--- src/rtl/latent_seed_source.sv ---
// Latent-vector producer: fills the generator seed FIFO with SEED_COUNT approximate-Gaussian
// Q8.8 samples drawn from a Galois LFSR, then kicks the generator and waits for it to finish.
module latent_seed_source #(
    parameter int          SEED_COUNT = 64,
    parameter int          DATA_WIDTH = 16,
    parameter logic [31:0] LFSR_INIT  = 32'hACE12B7F
) (
    input  logic                  clk,
    input  logic                  rst,
    input  logic                  start,
    input  logic                  reseed_en,
    input  logic [31:0]           reseed_value,
    input  logic                  seed_full,
    input  logic [6:0]            seed_level,
    output logic                  seed_wr_en,
    output logic [DATA_WIDTH-1:0] seed_wr_data,
    output logic                  gen_start,
    input  logic                  gen_busy,
    input  logic                  gen_done,
    output logic                  busy,
    output logic                  done,
    output logic [15:0]           vec_count
);

    localparam logic [31:0]     LFSR_TAPS  = 32'h80200003;
    localparam int              IDX_W      = $clog2(SEED_COUNT);
    localparam logic [IDX_W-1:0] LAST_IDX  = IDX_W'(SEED_COUNT - 1);
    localparam logic [6:0]      LEVEL_FULL = 7'(SEED_COUNT);

    typedef enum logic [2:0] {
        IDLE,
        FILL,
        WAIT_LEVEL,
        KICK,
        WAIT_ACK,
        WAIT_DONE
    } state_t;

    state_t           state;
    logic [31:0]      lfsr;
    logic [31:0]      lfsr_next;
    logic [IDX_W-1:0] idx;
    logic [1:0]       retry;
    logic [9:0]       byte_sum;
    logic [11:0]      centered;
    logic [DATA_WIDTH-1:0] sample;

    // Sample is derived from the current LFSR state; the state only steps when a sample is written.
    always_comb begin
        lfsr_next = {1'b0, lfsr[31:1]} ^ (lfsr[0] ? LFSR_TAPS : 32'h0);
        byte_sum  = 10'(lfsr[7:0]) + 10'(lfsr[15:8]) + 10'(lfsr[23:16]) + 10'(lfsr[31:24]);
        centered  = 12'(byte_sum) - 12'd510;
        sample    = {{(DATA_WIDTH-13){centered[11]}}, centered, 1'b0};
    end

    always_ff @(posedge clk or posedge rst) begin
        if (rst) begin
            state        <= IDLE;
            lfsr         <= LFSR_INIT;
            idx          <= '0;
            retry        <= '0;
            seed_wr_en   <= 1'b0;
            seed_wr_data <= '0;
            gen_start    <= 1'b0;
            busy         <= 1'b0;
            done         <= 1'b0;
            vec_count    <= '0;
        end else begin
            // NOTE: pulse outputs default low here so every state only has to name the cycle it fires.
            seed_wr_en <= 1'b0;
            gen_start  <= 1'b0;
            done       <= 1'b0;
            case (state)
                IDLE: begin
                    if (reseed_en) begin
                        lfsr <= (reseed_value == 32'h0) ? LFSR_INIT : reseed_value;
                    end else if (start && seed_level == 7'd0) begin
                        idx   <= '0;
                        busy  <= 1'b1;
                        state <= FILL;
                    end
                end
                FILL: begin
                    if (!seed_full) begin
                        seed_wr_en   <= 1'b1;
                        seed_wr_data <= sample;
                        lfsr         <= lfsr_next;
                        idx          <= idx + 1'b1;
                        if (idx == LAST_IDX) state <= WAIT_LEVEL;
                    end
                end
                // The FIFO level lags our writes; wait until it reports the whole vector.
                WAIT_LEVEL: begin
                    if (seed_level >= LEVEL_FULL) state <= KICK;
                end
                KICK: begin
                    gen_start <= 1'b1;
                    retry     <= '0;
                    state     <= WAIT_ACK;
                end
                WAIT_ACK: begin
                    if (gen_busy) begin
                        state <= WAIT_DONE;
                    end else begin
                        retry <= retry + 2'd1;
                        if (retry == 2'd3) state <= KICK;
                    end
                end
                WAIT_DONE: begin
                    if (gen_done) begin
                        done      <= 1'b1;
                        vec_count <= vec_count + 16'd1;
                        busy      <= 1'b0;
                        state     <= IDLE;
                    end
                end
                default: begin
                    busy  <= 1'b0;
                    state <= IDLE;
                end
            endcase
        end
    end

endmodule

--- config.mk ---
export PLATFORM = sky130hd
export DESIGN_NAME = latent_seed_source
export DESIGN_NICKNAME = d
export VERILOG_FILES = /design/src/rtl/latent_seed_source.sv
export SDC_FILE = /design/constraint.sdc
export NUM_CORES = 1
export LEC_CHECK = 0
export ABC_AREA = 1
export CAP_MARGIN = 30
export CORE_ASPECT_RATIO = 1.5
export CORE_UTILIZATION = 30
export DETAILED_ROUTE_END_ITERATION = 12
export PLACE_DENSITY_LB_ADDON = 0.08
export SYNTH_ARGS = -nofsm -noshare
export SYNTH_HDL_FRONTEND = slang
export SYNTH_SLANG_ARGS = --single-unit
export TNS_END_PERCENT = 1
--- constraint.sdc ---
create_clock -name clk -period 3.55 [get_ports clk]
set_clock_uncertainty 0.15 [all_clocks]
set_input_delay 0.5325 -clock clk [delete_from_list [all_inputs] [get_ports clk]]
set_output_delay 0.5325 -clock clk [all_outputs]
set_load 0.1 [all_outputs]
---- Yosys cells after proc, flatten, opt, wreduce, memory -nomap -nowiden ----
Cells that the tools add are included.
word-level totals
  register bits ........................... 74
  input bits .............................. 46
  output and inout port bits .............. 36
  word-level logic and storage cells ...... 80
cells by class
  add/sub/neg operators ................... 7
  order comparisons ....................... 1
  equal/unequal tests ..................... 16
  mux-type cells .......................... 29
  bitwise gates (word level) .............. 3
  reduce and logical (&&, ||, !) cells .... 14
operators by type and width
  cell                     count
  $mux W32                 4
  $pmux W32 S2             1
  $logic_not A32 Y1        1
  $xor A31 B32 Y32         1
  $mux W3                  8
  $mux W6                  3
  $pmux W3 S6              1
  $add A16 B1 Y16 const B  1
  $ne A2 B2 Y1 const B     8
  $pmux W6 S2              1
  $sub A10 B9 Y11 const B  1
  $add A10 B8 Y10          1
  $add A9 B8 Y10           1
  $add A8 B8 Y9            1
  $mux W1                  8
  $reduce_and A4 Y1        2
  $ge A7 B7 Y1 const B     1
  $logic_not A7 Y1         1
  $reduce_and A7 Y1        1
  $add A6 B1 Y6 const B    1
  $eq A3 B2 Y1 const B     2
  $eq A3 B3 Y1 const B     2
  $eq A6 B6 Y1 const B     1
  $reduce_and A2 Y1        3
  other kinds (13)         15

---- Logic depth before layout (Yosys ltp) ----
  depth after elaboration ................. 5
  depth in mapped cells ................... 14
  mapped depth without buffers ............ 14

---- Least setup slack after synthesis ----
No wires, ideal clock.
  path type ............................... reg2reg
  start ................................... register lfsr[8]
  end ..................................... register seed_wr_data[11]
  setup time .............................. 0.120 ns
  arrival ................................. 2.635 ns
  data required time ...................... 3.280 ns
  setup slack ............................. 0.645 ns
  stages on the path, launching flop included .. 14
  buffers on the path ..................... 0
  period minus slack after synthesis ...... 2.905 ns
  cell sequence ........................... dfstp_2 > fa_1 > inv_1 > fa_1 > inv_1 > ha_1 > inv_1 > fa_1 > o21ai_0 > nand2_1 > nand2_1 > nand2_1 > nand3_1 > nand2_1
between the ends
  longest elaborated chain between the ends .. 4
RTL lines
  item                    line  RTL
  from (decl)             40    logic [31:0] lfsr;
  from (signal assigned)  76    lfsr <= (reseed_value == 32'h0) ? LFSR_INIT : reseed_value;
  from (signal assigned)  87    lfsr <= lfsr_next;
  $add A8 B8 Y9           51    byte_sum = 10'(lfsr[7:0]) + 10'(lfsr[15:8]) + 10'(lfsr[23:16]) + 10'(lfsr[31:24]);
  $add A9 B8 Y10          51
  $add A10 B8 Y10         51
  $sub A10 B9 Y11         52    centered = 12'(byte_sum) - 12'd510;
  to (signal assigned)    86    seed_wr_data <= sample;
  to (decl)               16    output logic [DATA_WIDTH-1:0] seed_wr_data,
No other way between the ends.
A chain may end at the register's enable or synchronous reset.

---- Worst setup path after layout ----
  start ................................... register lfsr[0]
  end ..................................... register seed_wr_data[11]
The elaborated chain is that of the path after synthesis.

==> summary.md <==
| Metric | Value |
|---|---|
| Status | `finished clean` |
| Antenna cells | `0` |
| Sequential fraction of the synthesis area | `0.3851` |
| RSZ-0062 raised after global routing | `false` |
| Most used cell along the critical path | `nand2_1` |
| CTS tree | `yes` |
| Die height | `between 150 and 200 um` |
| Max Cap Viol | `0` |
| Cells after synthesis | `approximately 630` |
| Fraction of layout cells with a size suffix above 1 | `0.08727` |
| Number of clock sinks | `74` |
| WL/cell | `about 14 um` |
| Setup violators final | `0` |
| Die area | `16760 um^2` |
| Die X | `106.0 um` |
| CORE AREA | `between 15000 and 20000 um^2` |
| Starting DRC count in detailed routing | `approximately 150` |
| Yosys reg bits | `74` |
| Critical path endpoint category | `register` |
| Io pins | `82` |
| Syn Area/Cell | `between 7 and 8 um^2` |
| CTS Buffer Depth | `2` |
| Ys Warns | `0` |
| Post-Syn Area | `4870 um^2` |
| Ys async rst share | `1.000` |
| Gr usage total | `0.1612` |
| Gpl congestion | `0.7741` |
| Area contributors post-synth | `dfrtp_1 28%, nand2_1 14%, dfstp_2 10%, inv_1 6.6%, fa_1 6.6%` |
| Slew @ Worst Pin | `0.9935 ns` |
| Post-synth EDFFs | `0` |
| Pin count of the biggest net entering global routing | `58` |
| Startpoint types | `register` |
| # H-tree levels | `3` |
| Unique masters post-synth | `37` |
| Layout fillers | `1683` |
| Delay of the slowest critical-path stage | `0.62 ns` |
| Critical path fanouts, max | `6` |
| DR vias/cell | `about 4.5` |
| Top cells by count, synth | `182 x nand2_1, 86 x inv_1, 55 x dfrtp_1` |
| Initial core utilization | `0.3089` |
| Post-CTS Hold Fix Bufs | `0` |
| Layout area overhead | `24.72%` |
| Final Hold Viols | `0` |
| Site row count | `56` |
| Clk root buf | `clkbuf_16` |
| Routed wire length | `12540 um` |
| Final routed DRC violation total | `0` |
| Num CTS Buffers | `9` |
| Setup TNS | `0 ns` |
| Vias in the first global route | `between 4k and 5k` |
| Clock Latency Late Sink | `about 0.35 ns` |
| Post-cts sizing count | `0` |
| Antenna violations before repair | `0` |
| Post-CTS Setup Repair Bufs | `0` |
| Crit-path cells | `fa_1 -> inv_1 -> fa_1 -> inv_1 -> ha_1 -> inv_1 -> fa_1 -> o21ai_0 -> nand2_1 -> nand2_1 -> nand2_1 -> nand3_1 -> nand2_1` |
| FMAX | `approximately 0.31 GHz` |
| Critical path buffers and inverters | `3` |
| Max-Slew Margin vs Limit | `0.3356` |
| Crit path kind | `register to register` |
| IO buf count | `80` |
| Period utilization | `0.9021` |
| Slowest CP cell | `dfstp_2` |
| Worst Path Arrival | `around 3.3 ns` |
| Gr ovfl total | `0` |
| Area occupied by multi-input gates | `2467 um^2` |
| Synthesized Nets | `700` |
| Clock transition at path regs | `roughly 0.06 ns` |
| Post-detailed-placement half-perimeter wirelength | `roughly 9500 um` |
| Cell taking the most area after synthesis | `dfrtp_1` |
| Post-route ant nets | `0` |
| CP required | `roughly 3.6 ns` |
| Max-slew violations | `0` |
| Ys flop type | `dfrtp_1` |
| Tmin final | `3.203 ns` |
| First-pass GRT wire length | `slightly above 20000 um` |
| Count leader, synth | `nand2_1` |
| Cell family with most CP delay | `adder cells` |
| Reg area | `1876 um^2` |
| Fin nets | `roughly 770` |
| Worst hold path type | `register to register` |
| Pre-antenna DRT Iters | `4` |
| Via count | `around 4.1k` |
| Top cell type's share of synthesized area | `0.2826` |
==> area by class of cell <==
| class | instances | share of cell area |
|---|---|---|
| Clock buffer | 9 | 0.03708 |
| Sequential cell | 74 | 0.3088 |
| Timing Repair Buffer | 84 | 0.1380 |
| Tap cell | 203 | 0.04182 |
| Clock inverter | 7 | 0.01298 |
| Multi-Input combinational cell | 436 | 0.4063 |
| Inverter | 89 | 0.05501 |
==> final timing paths <==
| kind | from | end | slack [ns] | depth (start not counted) |
|---|---|---|---|---|
| setup / recovery | lfsr[0]$_DFFE_PP1P_ | seed_wr_data[11]$_DFFE_PP0P_ | 0.35 | 13 |
| hold / removal | lfsr[26]$_DFFE_PP1P_ | lfsr[26]$_DFFE_PP1P_ | 0.32 | 2 |
| setup reg to reg | lfsr[0]$_DFFE_PP1P_ | seed_wr_data[11]$_DFFE_PP0P_ | 0.35 | 13 |
| hold reg to reg | lfsr[26]$_DFFE_PP1P_ | lfsr[26]$_DFFE_PP1P_ | 0.32 | 2 |
| max in group asynchronous | rst | lfsr[2]$_DFFE_PP1P_ | 2.12 | 3 |
| min in group asynchronous | rst | busy$_DFFE_PP0P_ | 0.39 | 2 |
==> registers in the layout (all words and copies together), names as in the netlist <==
name / count
idx: 6
busy: 1
done: 1
state: 3
seed_wr_en: 1
gen_start: 1
seed_wr_data: 11
vec_count: 16
lfsr: 32
retry: 2
==> cell families (layout without fill, tap and decap cells) <==
family / after synthesis / count (layout) / synth area share
buffers and inverters: 115 / 189 / 0.1082
adder cells (fa/ha/maj): 29 / 29 / 0.09918
other: 1 / 1 / 0.0007701
AO/OA/AOI/OAI: 90 / 90 / 0.1105
XOR/XNOR: 16 / 16 / 0.02878
flip-flops: 74 / 74 / 0.3851
AND/OR/NAND/NOR: 300 / 300 / 0.2675
==> placed cells by master (no fill, tap or decap), types with 13 or more instances in the layout <==
master / instances
nand2_1: 182
inv_1: 85
clkdlybuf4s50_1: 78
dfrtp_1: 55
nor2_1: 45
nand3_1: 36
a21oi_1: 27
o21ai_0: 21
o21bai_1: 20
dfstp_2: 19
fa_1: 16
ha_1: 13
==> worst reg2reg max path, stage by stage (launching register included) <==
cell	delay, ns
dfstp_2	0.62
fa_1	0.41
inv_1	0.08
fa_1	0.40
inv_1	0.07
ha_1	0.16
inv_1	0.06
fa_1	0.39
o21ai_0	0.39
nand2_1	0.12
nand2_1	0.08
nand2_1	0.06
nand3_1	0.06
nand2_1	0.06
==> through the flow <==
stage / util / setup WS, ns / instance area, um^2 / hold slack [ns] / instances
floorplan: - / 0.6449 / 4870 / 0.2963 / 625
global placement: 0.3660 / 0.3465 / 5769 / 0.3088 / 886
detailed placement: 0.3660 / 0.3178 / 5769 / 0.3082 / 886
CTS: 0.3852 / 0.3161 / 6073 / 0.3191 / 902
global route: 0.3852 / 0.1166 / 6073 / 0.3319 / 902
finish: 0.3852 / 0.3474 / 6073 / 0.3182 / 902
==> layer usage <==
layer	up-vias	GRT usage	wire length, um
li1	2088	-	-
met3	23	0.02347	309
met2	60	0.2888	6535
met4	0	0.09788	460
met1	1931	0.1797	5234
met5	-	0	0
Power is left out: the tool's default activity adds up to more than one toggle a clock period on the data nets, which glitch-free logic cannot reach.
